## src/rtl/mem_pkg.sv

```systemverilog
// Shared types for the core data-memory path: word addresses and buffered store entries.
package mem_pkg;

  localparam int unsigned MEM_AW      = 32;
  localparam int unsigned MEM_DW      = 32;
  localparam int unsigned STORE_DEPTH = 4;

  typedef logic [MEM_AW-3:0] word_addr_t;

  typedef struct packed {
    word_addr_t              addr;
    logic [MEM_DW-1:0]       data;
  } store_entry_t;

endpackage

```

## src/rtl/store_buffer_fifo.sv

```systemverilog
// Circular buffer of pending stores with per-entry valid bits and a youngest-first age order.
module store_fifo
  import mem_pkg::*;
#(
  parameter int unsigned DEPTH = STORE_DEPTH,
  parameter int unsigned IW    = $clog2(DEPTH)
) (
  input  logic                           clk,
  input  logic                           reset,
  input  logic                           i_push,
  input  store_entry_t                   i_entry,
  input  logic                           i_pop,
  output logic                           o_full,
  output logic                           o_empty,
  output store_entry_t [DEPTH-1:0]       o_entries,
  output logic         [DEPTH-1:0]       o_valid,
  output logic         [DEPTH-1:0][IW-1:0] o_age_idx,
  output store_entry_t                   o_head
);

  localparam int unsigned PW = IW + 1;

  logic         [PW-1:0]    r_wr_ptr;
  logic         [PW-1:0]    r_rd_ptr;
  logic         [DEPTH-1:0] r_valid;
  store_entry_t [DEPTH-1:0] r_mem;

  logic [IW-1:0] w_wr_idx;
  logic [IW-1:0] w_rd_idx;
  logic          w_full;
  logic          w_empty;
  logic          w_do_push;
  logic          w_do_pop;

  assign w_wr_idx  = r_wr_ptr[IW-1:0];
  assign w_rd_idx  = r_rd_ptr[IW-1:0];
  assign w_full    = (r_wr_ptr[PW-1] != r_rd_ptr[PW-1]) && (w_wr_idx == w_rd_idx);
  assign w_empty   = (r_wr_ptr == r_rd_ptr);
  assign w_do_push = i_push & ~w_full;
  assign w_do_pop  = i_pop & ~w_empty;

  always_ff @(posedge clk or negedge reset) begin
    if (!reset) begin
      r_wr_ptr <= '0;
      r_rd_ptr <= '0;
      r_valid  <= '0;
    end else begin
      // Push and pop never target the same slot: that would need full and empty at once.
      if (w_do_push) begin
        r_wr_ptr           <= r_wr_ptr + 1'b1;
        r_valid[w_wr_idx]  <= 1'b1;
      end
      if (w_do_pop) begin
        r_rd_ptr           <= r_rd_ptr + 1'b1;
        r_valid[w_rd_idx]  <= 1'b0;
      end
    end
  end

  always_ff @(posedge clk) begin
    if (w_do_push) begin
      r_mem[w_wr_idx] <= i_entry;
    end
  end

  always_comb begin
    o_age_idx = '0;
    for (int unsigned k = 0; k < DEPTH; k++) begin
      o_age_idx[k] = w_wr_idx - IW'(k + 1);
    end
  end

  assign o_full    = w_full;
  assign o_empty   = w_empty;
  assign o_entries = r_mem;
  assign o_valid   = r_valid;
  assign o_head    = r_mem[w_rd_idx];

endmodule

```

## src/rtl/store_buffer.sv

```systemverilog
// Core data-port responder: buffers stores, drains them in order to backing memory, forwards to loads.
module store_buffer
  import mem_pkg::*;
#(
  parameter int unsigned DEPTH = STORE_DEPTH,
  parameter int unsigned AW    = MEM_AW,
  parameter int unsigned DW    = MEM_DW
) (
  input  logic          clk,
  input  logic          reset,
  input  logic          memwrite_i,
  input  logic [AW-1:0] addr_i,
  input  logic [DW-1:0] wdata_i,
  output logic [DW-1:0] readdata_o,
  output logic          stall_o,
  output logic          empty_o,
  output logic [AW-3:0] bk_raddr_o,
  input  logic [DW-1:0] bk_rdata_i,
  output logic          bk_wvalid_o,
  input  logic          bk_wready_i,
  output logic [AW-3:0] bk_waddr_o,
  output logic [DW-1:0] bk_wdata_o
);

  localparam int unsigned IW = $clog2(DEPTH);

  word_addr_t                    w_word;
  store_entry_t                  w_new;
  store_entry_t                  w_head;
  store_entry_t [DEPTH-1:0]      w_entries;
  logic         [DEPTH-1:0]      w_valid;
  logic         [DEPTH-1:0][IW-1:0] w_age;
  logic                          w_full;
  logic                          w_empty;
  logic                          w_push;
  logic                          w_pop;
  logic         [DW-1:0]         w_rdata;
  logic                          w_unused;

  assign w_word   = addr_i[AW-1:2];
  assign w_unused = &{1'b0, addr_i[1:0]};
  assign w_new    = '{addr: w_word, data: wdata_i};

  // Stall comes from occupancy only, so bk_wready_i never reaches the core combinationally.
  assign w_push = memwrite_i & ~w_full;
  assign w_pop  = bk_wready_i & ~w_empty;

  store_fifo #(
    .DEPTH (DEPTH)
  ) u_fifo (
    .clk       (clk),
    .reset     (reset),
    .i_push    (w_push),
    .i_entry   (w_new),
    .i_pop     (w_pop),
    .o_full    (w_full),
    .o_empty   (w_empty),
    .o_entries (w_entries),
    .o_valid   (w_valid),
    .o_age_idx (w_age),
    .o_head    (w_head)
  );

  // Oldest to youngest, so the youngest matching entry wins.
  always_comb begin
    w_rdata = bk_rdata_i;
    for (int unsigned i = 0; i < DEPTH; i++) begin
      if (w_valid[w_age[IW'(DEPTH - 1 - i)]] &&
          (w_entries[w_age[IW'(DEPTH - 1 - i)]].addr == w_word)) begin
        w_rdata = w_entries[w_age[IW'(DEPTH - 1 - i)]].data;
      end
    end
  end

  assign readdata_o  = w_rdata;
  assign stall_o     = memwrite_i & w_full;
  assign empty_o     = w_empty;
  assign bk_raddr_o  = w_word;
  assign bk_wvalid_o = ~w_empty;
  assign bk_waddr_o  = w_head.addr;
  assign bk_wdata_o  = w_head.data;

endmodule
```

## config.mk

```make
export PLATFORM = sky130hd
export DESIGN_NAME = store_buffer
export DESIGN_NICKNAME = d
export VERILOG_FILES = /design/src/rtl/mem_pkg.sv /design/src/rtl/store_buffer_fifo.sv /design/src/rtl/store_buffer.sv
export SDC_FILE = /design/constraint.sdc
export NUM_CORES = 1
export LEC_CHECK = 0
export ABC_CLOCK_PERIOD_IN_PS = 4700
export CORE_MARGIN = 3
export CORE_UTILIZATION = 53
export CTS_BUF_LIST = sky130_fd_sc_hd__clkbuf_16
export DETAILED_ROUTE_END_ITERATION = 10
export GPL_ROUTABILITY_DRIVEN = 1
export PLACE_DENSITY = 0.83
export SLEW_MARGIN = 10
export SYNTH_ARGS = -nofsm -noshare
export SYNTH_HDL_FRONTEND = slang
export SYNTH_HIERARCHICAL = 1
export SYNTH_SLANG_ARGS = --single-unit
```

## constraint.sdc

```tcl
create_clock -name clk -period 4.7 [get_ports clk]
set_input_delay 0.47 -clock clk [delete_from_list [all_inputs] [get_ports clk]]
set_output_delay 0.47 -clock clk [all_outputs]
set_load 0.005 [all_outputs]
```

==> reports/summary.txt, run 1 <==
CP Cell Sequence: inv_8, buf_12, buf_12, buf_6, mux4_2, xnor2_2, nand4_1, or4_4, or4_4, buf_12, buf_16, buf_8, a211oi_4, a2bb2oi_2, a21oi_1, buf_2
Post-Syn Area: 0.0203 mm²
Synth Net Count: 1,492
CTS tree: built
clock slew at reported path FFs: 0.06 ns
FF+latch count, synth: 258
top cells by count, synth: 271 x mux4_2, 248 x edfxtp_1, 123 x mux2i_1
area grow syn2layout: 28.3%
initial antenna violation count: 3
filler cell count: 2,419
CP peak stage delay: 0.62 ns
Critical Path Sink Type: primary output
first-pass GRT wire length: 104,000 µm
CP max stage cell: or4_4
die height: 201 µm
R2R depth: 10
Synth cell types: 67
Tcrit/Tclk final: 1.07
GPL Wtd Cong: 0.986
count of max-cap constraint violations: 0
first-pass iteration count of the detailed router: 6
Worst-Margin Slew: 1.21 ns
Required @ worst endpoint: 4.23 ns
top_reg_cell synth: edfxtp_1
final slew viol count: 0
port buffer count: 224
f_max: 198 MHz
Static Leak: 8.93 nW
largest net degree at the start of global routing: 68
total die area: 0.0406 mm²
setup ws final: -0.343 ns
Tmin final: 5.04 ns
total CTS buffers: 28
Worst-Skew Late Latency: 0.59 ns
Warnings, synthesis: 6
clk buf depth: 3
hold_buf cts: 0
Avg Inst Size Synth: 14.6 µm²
leading post-synthesis cells by cell area: edfxtp_1 37%, mux4_2 30%, mux2i_1 6.1%
total track usage: 0.336
Starting Density: 0.545
fraction of registers with async set or reset after synthesis: 0.0388
Peak VDD IR: 560 µV
EDFF count, synth: 248
Worst Skew: 0.0278 ns
crit path launch type: flop
worst r2r src: u_fifo/r_wr_ptr[0]
Clk Tree Root Cell: clkbuf_16
Most Frequent Cell on Critical Path: buf_12
Pwr Density: 717 mW/mm²
Via Count: 16,178
vias in the first global route: 16,034
grt total ovfl: 0
TritonCTS Sinks: 258
core area: 0.0371 mm²
final hold violations: 0
setup slack, reg-to-reg: 0.89 ns
worst relative slew slack: 0.194
final WL: 70,200 µm
share of cells above drive strength 1: 0.420
final setup TNS: -7.49 ns
CP arrival: 4.57 ns
initial DRC count: 2,712
Reg-to-Reg End: u_fifo/o_entries[247]
Final ANT Viol Nets: 0
Ports: 227
dpl ws: -0.125 ns
critical path peak fanout: 5
run status: complete, but fails checks
Hold Slack: 0.217 ns
final setup fails: 32
register area share after synthesis: 0.380
fin nets: 1,775
Post-Syn Instances: 1,384
post-DP HPWL: 42,400 µm
failing checks: negative setup slack
Rows: 70
RSZ-0062 raised after global routing: yes
WL/cell: 32.0 µm
most frequent cell after synthesis: mux4_2
Yosys top cell area share: 0.368
Min-Delay Path Class: input pin to asynchronous set/reset pin
CTS H-tree depth: 1
DRC violations left: 0
cell taking the most area after synthesis: edfxtp_1
worst setup path category: flop to primary output
Vias/cell: 7.37
Die Wd: 201 µm
-- worst max-delay path by stage --
stage                                endpoint          startpoint  slack (ns)  cells after the start
after floorplan           u_fifo/o_entries[0]  u_fifo/r_rd_ptr[0]       -0.24                      7
after global placement         readdata_o[28]  u_fifo/r_wr_ptr[0]        -0.1                     16
after detailed placement       readdata_o[31]  u_fifo/r_wr_ptr[0]       -0.12                     13
after CTS                       readdata_o[6]  u_fifo/r_wr_ptr[0]       -0.20                     16
after global routing            readdata_o[2]  u_fifo/r_wr_ptr[0]       -0.40                     16
final                           readdata_o[4]  u_fifo/r_wr_ptr[0]       -0.34                     16
-- per-layer routing --
layer | track usage | share of wire | up-vias | wire length (µm)
li1 | - | - | 6345 | -
met1 | 0.454 | 0.35 | 8093 | 24300
met2 | 0.530 | 0.46 | 1471 | 32600
met3 | 0.0773 | 0.13 | 269 | 9280
met4 | 0.144 | 0.058 | 0 | 4050
met5 | 0 | 0 | - | 0
-- report_power, final --
part / switching, mW / internal [mW] / leakage (nW)
clock: 0.958 / 1.53 / 0.499
sequential: 0.630 / 3.24 / 2.38
combinational: 6.02 / 6.26 / 6.05
-- what timing repair did --
item / 4_1_cts / 5_1_grt
gates cloned: 7 / 3
endpoints found under the setup margin: 32 / 32
resized for setup: 207 / 61
pin swaps: 57 / 19
setup buffers: 46 / 22
hold endpoints to repair: 0 / 0
-- layout make-up --
cell class	count	area [µm²]	area share
flip-flops and latches	258	7710	0.297
multi-input cells	895	12000	0.461
clock buffers	28	701	0.0270
diodes	3	7.51	0.000289
well taps	504	631	0.0243
repair buffers	433	4420	0.170
inverters	51	209	0.00804
clock inverters	22	340	0.0131
-- stage by stage --
| stage | cell area, µm² | std cells | utilization | total power, mW |
|---|---|---|---|---|
| after floorplan | 20300 | 1384 | - | 11.1 |
| after global placement | 23600 | 2066 | 0.635 | 14.7 |
| after detailed placement | 23600 | 2066 | 0.635 | 14.9 |
| after CTS | 25500 | 2169 | 0.687 | 17.9 |
| after global routing | 26000 | 2193 | 0.700 | 19.3 |
| final | 26000 | 2194 | 0.700 | 18.6 |
-- cell usage in the layout (no fill, tap or decap), types with 32 or more instances in the layout --
cell type and instances:
xor2_1 34, nand4_1 46, buf_4 135, clkdlybuf4s50_1 192, xnor2_1 57, mux4_2 271, clkbuf_16 32, mux2i_1 123
inv_1 49, edfxtp_1 248
-- registers in the layout (all words and copies together), names as in the netlist --
register          cells
u_fifo/r_wr_ptr       3
u_fifo/r_rd_ptr       3
u_fifo/o_valid        4
u_fifo/o_entries    248
-- logic make-up (layout without fill, tap and decap cells) --
group                      after synthesis  count (layout)  synth area share
muxes                                  411             411             0.372
buffers and inverters                  231             534            0.0569
other                                    0               3                 0
adders and majority gates                8               8           0.00494
AOI/OAI and AO/OA                      221             221            0.0992
xor gates and xnor gates               103             103            0.0449
and+or+nand+nor                        152             152            0.0421
DFF                                    258             258             0.380
-- worst max-delay path: cells and delay by family (launching register included) --
| kind | cells | cell delay (ns) |
|---|---|---|
| buffers and inverters | 8 | 0.99 |
| DFF | 1 | 0.51 |
| AOI/OAI and AO/OA | 3 | 0.47 |
| xor gates and xnor gates | 1 | 0.20 |
| muxes | 1 | 0.53 |
| and+or+nand+nor | 3 | 1.27 |
(Power assumes the default switching activity.)
==> run 2: changes to the inputs <==
==> constraint.sdc (replaced) <==
create_clock -name clk -period 4.7 [get_ports clk]
set_input_delay 0.47 -clock clk [delete_from_list [all_inputs] [get_ports clk]]
set_output_delay 0.47 -clock clk [all_outputs]
set_load 0.1 [all_outputs]
==> reports/summary.txt, run 2 (synthesis results as in run 1) <==
final slew viol count: 0
RSZ-0062 raised after global routing: yes
grt total ovfl: 0
first-pass GRT wire length: 101,000 µm
CTS tree: built
Clock Power Share: 0.100
Worst-Skew Late Latency: 0.57 ns
Comb pwr share: 0.720
Pwr Density: 826 mW/mm²
Peak VDD IR: 964 µV
core area: 0.0371 mm²
final setup fails: 32
worst setup path category: flop to primary output
Static Leak: 9.05 nW
port buffer count: 224
final setup TNS: -8.32 ns
initial antenna violation count: 4
worst relative slew slack: 0.261
Via Count: 16,671
share of cells above drive strength 1: 0.430
CTS H-tree depth: 1
Tcrit/Tclk final: 1.07
Required @ worst endpoint: 4.23 ns
leading cell type in the layout, fill and taps excluded: mux4_2
sw frac: 0.502
DRC violations left: 0
area of the multi-input gates: 0.0124 mm²
f_max: 198 MHz
GPL Wtd Cong: 0.972
setup ws final: -0.339 ns
Final ANT Viol Nets: 0
Rows: 70
Ports: 227
vias in the first global route: 15,632
dpl ws: -0.0183 ns
failing checks: negative setup slack
initial DRC count: 2,932
Finished Layout Cells: 2,163
critical path peak fanout: 23
Worst-Margin Slew: 1.10 ns
run status: complete, but fails checks
Die Wd: 201 µm
fin nets: 1,741
total die area: 0.0406 mm²
clk buf depth: 3
Cell Int Power: 11.0 mW
Critical Path Sink Type: primary output
final WL: 74,200 µm
total track usage: 0.328
Clk Tree Root Cell: clkbuf_16
max FFs per register: 248
commonest cells after routing, fill and taps aside: 271 x mux4_2, 248 x edfxtp_1, 189 x clkdlybuf4s50_1
Vias/cell: 7.71
WL/cell: 34.3 µm
Tmin final: 5.04 ns
TritonCTS Sinks: 258
total area of sequential cells: 0.00771 mm²
Min-Delay Path Class: input pin to asynchronous set/reset pin
die height: 201 µm
total CTS buffers: 28
Starting Density: 0.545
R2R depth: 10
post-DP HPWL: 41,600 µm
total power: 22.1 mW
Seq pwr share: 0.180
crit path launch type: flop
Placed Cells: 2,043
first-pass iteration count of the detailed router: 5
filler cell count: 2,233
CP arrival: 4.57 ns
area grow syn2layout: 31.9%
final hold violations: 0
count of max-cap constraint violations: 0
Worst Skew: 0.0169 ns
clock slew at reported path FFs: 0.06 ns
Sw Pwr: 11.1 mW
largest net degree at the start of global routing: 84
run 2: layout make-up:
class | instances | area share
Sequential cell | 258 | 0.289
Tap cell | 504 | 0.0236
Multi-Input combinational cell | 895 | 0.463
Timing Repair Buffer | 399 | 0.182
Clock inverter | 24 | 0.00759
Clock buffer | 28 | 0.0262
Inverter | 51 | 0.00843
Antenna cell | 4 | 0.000375
run 2: worst paths after layout:
kind | start | endpoint | slack, ns
hold / removal | reset | u_fifo/r_wr_ptr[0] | 0.23
min in group clk | u_fifo/r_wr_ptr[2] | u_fifo/r_wr_ptr[2] | 0.53
hold reg to reg | u_fifo/r_wr_ptr[2] | u_fifo/r_wr_ptr[2] | 0.53
max in group asynchronous | reset | u_fifo/r_wr_ptr[1] | 4.10
setup reg to reg | u_fifo/r_wr_ptr[0] | u_fifo/o_entries[181] | 0.71
setup / recovery | u_fifo/r_wr_ptr[1] | readdata_o[25] | -0.34
run 2: power groups by stage:
stage	Clock (mW)	Combinational [mW]	Sequential [mW]
2_1_floorplan	0	10.5	3.69
3_3_place_gp	0	13.7	3.83
3_5_place_dp	0	13.8	3.92
4_1_cts	2.19	14.7	3.89
5_1_grt	2.30	16.3	4.03
6_report	2.20	15.9	3.98
run 2: what timing repair did:
| action | in CTS | in global routing |
|---|---|---|
| pin swaps | 38 | 22 |
| cloned | 11 | 6 |
| resized for setup | 89 | 97 |
| buffers inserted | 23 | 31 |
| hold buffers | 0 | 0 |
| setup endpoints to repair | 32 | 32 |
run 2: per-layer routing:
metal	track usage	wire length, µm	vias up
met1	0.445	24200	8193
met5	0	19	-
met2	0.517	34300	1784
met4	0.134	4760	2
met3	0.0741	10800	402
li1	-	-	6290
run 2: through the flow:
step | instance area [µm²] | utilization | hold slack, ns
after floorplan | 20300 | - | 0.174
final | 26700 | 0.719 | 0.232
after detailed placement | 23900 | 0.643 | 0.523
after global routing | 26700 | 0.719 | 0.277
after CTS | 25800 | 0.694 | 0.246
after global placement | 23900 | 0.643 | 0.510
run 2: critical path: stages (launching register included):
cell and delay (ns):
dfrtp_4 0.49, clkinv_4 0.07, buf_4 0.17, bufbuf_16 0.36
mux2i_1 0.14, a22oi_1 0.51, a21boi_0 0.22, nor4_2 0.35
buf_4 0.16, nand4_1 0.14, buf_12 0.22, o41ai_1 0.65
a2bb2oi_2 0.24, a21oi_4 0.06, buf_12 0.17
